==> src/rtl/svc_rv_fwd_sb.sv <==
// svc_rv_fwd_sb: operand forwarding and long-latency scoreboard for the EX stage.
// Forwards MEM/WB results to up to NSRC operands, tracks registers owned by
// in-flight long-latency ops, and raises stall_ex on hazards it cannot forward.
module svc_rv_fwd_sb #(
  parameter int XLEN     = 32,
  parameter int NSRC     = 2,
  parameter int FWD      = 1,
  parameter int MEM_TYPE = 0,
  parameter int MAX_PEND = 4
) (
  input  logic                 clk,
  input  logic                 rst_n,
  input  logic [NSRC*5-1:0]    rs_ex,
  input  logic [NSRC-1:0]      rs_used_ex,
  input  logic [NSRC*XLEN-1:0] rs_data_ex,
  input  logic [4:0]           rd_mem,
  input  logic                 reg_write_mem,
  input  logic                 is_load_mem,
  input  logic                 is_csr_mem,
  input  logic [XLEN-1:0]      alu_result_mem,
  input  logic [XLEN-1:0]      load_data_mem,
  input  logic [4:0]           rd_wb,
  input  logic                 reg_write_wb,
  input  logic [XLEN-1:0]      rd_data,
  input  logic                 ll_issue,
  input  logic [4:0]           ll_rd,
  input  logic                 ll_done,
  input  logic [4:0]           ll_done_rd,
  output logic [NSRC*XLEN-1:0] rs_fwd_ex,
  output logic                 stall_ex,
  output logic [4:0]           pend_cnt,
  output logic [31:0]          stall_cnt,
  output logic                 sb_err
);

  localparam bit FWD_EN    = (FWD != 0);
  localparam bit SRAM_LOAD = (MEM_TYPE == 1);
  localparam logic [4:0] PEND_MAX = 5'(MAX_PEND);

  logic [31:0]     sb;
  logic [31:0]     sb_nxt;
  logic [NSRC-1:0] slot_stall;
  logic            issue_stall;
  logic            issue_acc;
  logic            done_ok;

  for (genvar g = 0; g < NSRC; g++) begin : g_slot
    logic [4:0]      rs;
    logic            mem_hit;
    logic            wb_hit;
    logic            sb_hit;
    logic [XLEN-1:0] fwd;

    assign rs      = rs_ex[5*g +: 5];
    assign mem_hit = reg_write_mem && (rd_mem != 5'd0) && (rd_mem == rs);
    assign wb_hit  = reg_write_wb && (rd_wb != 5'd0) && (rd_wb == rs);
    // A register whose long-latency result lands on WB this cycle is no longer busy.
    assign sb_hit  = sb[rs] && !(ll_done && (ll_done_rd == rs));

    // Priority operand select: SRAM load in MEM, then MEM ALU, then WB, then regfile.
    always_comb begin
      // NOTE: assigning a default first keeps every path driven, so no latch is inferred.
      fwd = rs_data_ex[g*XLEN +: XLEN];
      if (FWD_EN) begin
        if (SRAM_LOAD && mem_hit && is_load_mem)
          fwd = load_data_mem;
        else if (mem_hit && !is_load_mem && !is_csr_mem)
          fwd = alu_result_mem;
        else if (wb_hit)
          fwd = rd_data;
      end
    end

    assign rs_fwd_ex[g*XLEN +: XLEN] = fwd;

    assign slot_stall[g] = rs_used_ex[g] && (rs != 5'd0) &&
                           (sb_hit ||
                            (mem_hit && (is_csr_mem || (is_load_mem && !SRAM_LOAD))) ||
                            (!FWD_EN && (mem_hit || wb_hit)));
  end

  // Capacity hold and WAW hold on the destination of a new long-latency op.
  assign issue_stall = ll_issue &&
                       ((pend_cnt == PEND_MAX) ||
                        (sb[ll_rd] && !(ll_done && (ll_done_rd == ll_rd))));

  assign stall_ex  = (|slot_stall) || issue_stall;
  assign issue_acc = ll_issue && !stall_ex && (ll_rd != 5'd0);
  assign done_ok   = ll_done && sb[ll_done_rd];

  // Next scoreboard: clear the completing register, then set the issuing one so set wins.
  always_comb begin
    sb_nxt = sb;
    if (done_ok)
      sb_nxt[ll_done_rd] = 1'b0;
    if (issue_acc)
      sb_nxt[ll_rd] = 1'b1;
    sb_nxt[0] = 1'b0;
  end

  // Scoreboard, pending count, stall counter and sticky error state.
  always_ff @(posedge clk or negedge rst_n) begin
    if (!rst_n) begin
      sb        <= '0;
      pend_cnt  <= '0;
      stall_cnt <= '0;
      sb_err    <= 1'b0;
    end else begin
      // NOTE: non-blocking assignments so every flop samples pre-edge values.
      sb <= sb_nxt;
      case ({issue_acc, done_ok})
        2'b10:   pend_cnt <= pend_cnt + 5'd1;
        2'b01:   pend_cnt <= pend_cnt - 5'd1;
        default: pend_cnt <= pend_cnt;
      endcase
      if (stall_ex && (stall_cnt != 32'hFFFF_FFFF))
        stall_cnt <= stall_cnt + 32'd1;
      if (ll_done && !done_ok)
        sb_err <= 1'b1;
    end
  end

endmodule

==> config.mk <==
export PLATFORM = sky130hd
export DESIGN_NAME = svc_rv_fwd_sb
export DESIGN_NICKNAME = d
export VERILOG_FILES = /design/src/rtl/svc_rv_fwd_sb.sv
export SDC_FILE = /design/constraint.sdc
export NUM_CORES = 1
export LEC_CHECK = 0
export CAP_MARGIN = 20
export CORE_ASPECT_RATIO = 1.4
export CORE_MARGIN = 3
export CORE_UTILIZATION = 33
export CTS_CLUSTER_DIAMETER = 80
export DETAILED_ROUTE_END_ITERATION = 16
export GPL_TIMING_DRIVEN = 0
export PLACE_DENSITY_LB_ADDON = 0.3
export SLEW_MARGIN = 20
export SYNTH_ARGS = -nofsm -noshare
export SYNTH_HDL_FRONTEND = slang
export SYNTH_SLANG_ARGS = --single-unit
==> constraint.sdc <==
create_clock -name clk -period 5.5 [get_ports clk]
set_input_delay 0.825 -clock clk [delete_from_list [all_inputs] [get_ports clk]]
set_output_delay 0.825 -clock clk [all_outputs]
set_load 0.005 [all_outputs]
==> impl_metrics.json <==
{
  "dp_hpwl_mm": 20.6,
  "cts_tree": "yes",
  "yosysTopAreaCell": "dfrtp_1",
  "ctsHtreeMaxLevel": 3,
  "clockBufferDepth": 2,
  "timing.final.crit_share_pct": 94.8,
  "viasPerCell": 5.54,
  "intPower_w": 0.00151,
  "ys_async_sr_fraction_pct": 100,
  "clk_pin_slew_worst_paths_ns": 0.06,
  "hp-class": "in -> async",
  "dp_cells": 1218,
  "fmax_mhz": 192,
  "switchingPower_w": 0.000803,
  "swShare_pct": 34.7,
  "end_kind": "output port",
  "finalHoldViolCount": 0,
  "portBuffers": 258,
  "drt_iter0_drc": 553,
  "p_clk_share_pct": 24.7,
  "core_mm2": 0.0181,
  "synth.avg_cell_area_um2": 8.58,
  "seq_area_frac_synth_pct": 28.1,
  "fin_skew_ns": 0.00756,
  "vdd_drop_max_mv": 0.218,
  "cpMaxStageDelayCell": "clkdlybuf4s50_1",
  "vias": 6839,
  "ys_seq_elements": 69,
  "wl_per_cell_um": 21.3,
  "power_leakage_nw": 3.38,
  "setup_viol": 0,
  "cpMostUsedCell": "clkdlybuf4s50_1",
  "synth.area.top_cells": "dfrtp_1 28%, mux2i_1 15%, o21ai_0 9.0%",
  "drv_cap": 0,
  "dr.pass1.iters": 8,
  "final_antenna_net_count": 0,
  "syn_nets": 922,
  "tightest_slew_ns": 0.746,
  "yosysWarnings": 0,
  "synth_top_cell_area_share_pct": 28.1,
  "totalWireLength_mm": 26.3,
  "status": "completed",
  "cts-root-buf": "clkbuf_16",
  "total_power_w": 0.00231,
  "cp-start-kind": "input pin",
  "insertion_delay_ns": 0.33,
  "r2r_start": "sb[8]",
  "power_density_mw_per_mm2": 246,
  "grt_pass1_vias": 6974,
  "seqPwrFrac_pct": 34.8,
  "grt_use_total_pct": 24.9,
  "antenna_found_initial": 2,
  "nets": 1194,
  "r2r_cells": 16,
  "place_congestion": 0.964,
  "path_cells": "clkdlybuf4s50_1 > buf_1 > xor2_1 > nor4_2 > clkbuf_2 > mux2i_1 > o21ai_0 > clkdlybuf4s50_1",
  "die-area_mm2": 0.0203,
  "cp-startpoint": "rs_ex[2]",
  "die_h_um": 168,
  "area_growth_pct": 52.7,
  "layout_min_cycle_time_ns": 5.21,
  "dieWidth_um": 121,
  "synth.distinct_cells": 48,
  "grt_pass1_wl_mm": 39.9,
  "stdcell_count": 1235,
  "rsz0062_at_grt": "no",
  "numCtsBuffers": 9,
  "grt_remaining_overflow": 0,
  "syn_inst": 717,
  "rows": 58,
  "cts_hold_buf": 0,
  "finalMaxSlewViolations": 0,
  "maxSlewHeadroom_pct": 49.9,
  "r2r_end": "pend_cnt[4]",
  "combPwrFrac_pct": 40.5,
  "drc": 0,
  "drive_above_1_share_pct": 8.15,
  "numClockSinks": 69,
  "crit_arrival_ns": 4.39,
  "cp_slowest_stage_delay_ns": 0.63,
  "grt_max_degree": 54,
  "worstSetupPathType": "in -> out",
  "ys.flop_type": "dfrtp_1",
  "required_ns": 4.68,
  "reg2reg_slack_ns": 1.27,
  "synth-edff-count": 0,
  "setup_tns_ns": 0,
  "synthesis.area_mm2": 0.00615,
  "initial_core_util_pct": 33.9,
  "crit_fanout": 10,
  "ios": 303
}
## worst max path at each step
stage,to,slack (ns),cells past startpoint
after floorplan,pend_cnt[4],1.15,19
after global placement,rs_fwd_ex[54],-0.17,9
after detailed placement,rs_fwd_ex[47],-0.06,9
after CTS,rs_fwd_ex[33],0.009,9
after global routing,pend_cnt[4],0.03,19
final,rs_fwd_ex[18],0.29,8
## power groups by stage
| stage | sequential, W | combinational (W) | clock [W] |
|---|---|---|---|
| 6_report | 0.000805 | 0.000936 | 0.000571 |
| 5_1_grt | 0.000824 | 0.00103 | 0.000600 |
| 4_1_cts | 0.000799 | 0.000932 | 0.000581 |
| 3_5_place_dp | 0.000806 | 0.000925 | 0 |
| 3_3_place_gp | 0.000796 | 0.000913 | 0 |
| 2_1_floorplan | 0.000752 | 0.000514 | 0 |
## repair_timing
action,in CTS,in global routing
hold endpoints to repair,0,0
buffers inserted,0,0
resized for setup,2,9
gates cloned,0,0
setup endpoints to repair,4,8
## worst max-delay path, delay by kind of cell
kind	cells	cell delay (ns)
muxes	1	0.13
xor gates and xnor gates	1	0.16
and+or+nand+nor	1	0.58
AOI/OAI and AO/OA	1	0.55
buffers and inverters	4	2.13
## cell usage in the layout (no fill, tap or decap), drive strengths merged, types with 10 or more instances in the layout
master	synthesis	routed
nand2	86	86
nand4	13	13
mux4	17	17
nor2	15	15
buf	22	26
and3	14	14
xnor2	44	44
clkbuf	31	40
xor2	25	25
dfrtp	69	69
nand3	29	29
nor4	10	10
nand3b	15	15
mux2i	91	91
clkdlybuf4s50	0	257
o21ai	135	135
## stage by stage
step | area [um2] | utilization [%] | setup WS, ns | hold slack, ns
after global routing | 9400 | 51.8 | 0.0272 | 0.374
after floorplan | 6150 | - | 1.15 | 0.451
after CTS | 9380 | 51.7 | 0.00889 | 0.363
after global placement | 9040 | 49.8 | -0.168 | 0.443
final | 9400 | 51.8 | 0.288 | 0.363
after detailed placement | 9090 | 50.1 | -0.0613 | 0.446
## cells in the mapped netlist, types with 3 or more instances
library cell    n
clkbuf_1       31
a41oi_1         3
or4_1           6
nand3b_1       15
xnor2_1        44
xor2_1         25
nand4_1        13
dfrtp_1        69
a31oi_1         4
mux2_2          8
or3_1           8
o22ai_1         8
nor4_1          8
and3_1         14
nor2b_1         6
nor2_1         15
mux4_2         17
or3b_2          6
nand3_1        29
nor3_1          6
nand2b_1        6
inv_1           8
ha_1            5
nand2_1        86
buf_2          15
o21ai_0       111
and4_1          4
buf_1           6
mux2i_1        91
a21oi_1         5
o21ai_1        24
## flip-flops by register name, indices dropped and copies added, names as in the netlist
register and cells:
sb_err 1, stall_cnt 32, sb 31, pend_cnt 5
## kinds of logic after synthesis
kind of cell / count (synthesis) / synth area share (%)
mux: 116 / 22.5
xor+xnor: 69 / 9.82
simple gates: 230 / 19.7
fa+ha+maj: 5 / 1.02
buf+inv: 61 / 4.09
compound gates: 167 / 14.8
flops: 69 / 28.1
## area by class of cell
cell class,count,area [um2]
Fill cell,1717,8750
Sequential cell,69,1730
Multi-Input combinational cell,587,4200
Antenna cell,1,2.50
Clock inverter,7,66.3
Timing Repair Buffer,261,2620
Buffer,53,229
Clock buffer,9,225
Inverter,8,30.0
Tap cell,240,300
## per-layer routing
metal	wire length [um]	up-vias	global-route usage (%)	part of all wire (%)
met3	2890	67	8.31	11
li1	-	3172	-	-
met2	12300	361	40.9	47
met4	838	2	9.26	3.2
met1	10300	3237	30.1	39
met5	16	-	0	0.061
Power figures use the tool's default switching activity.
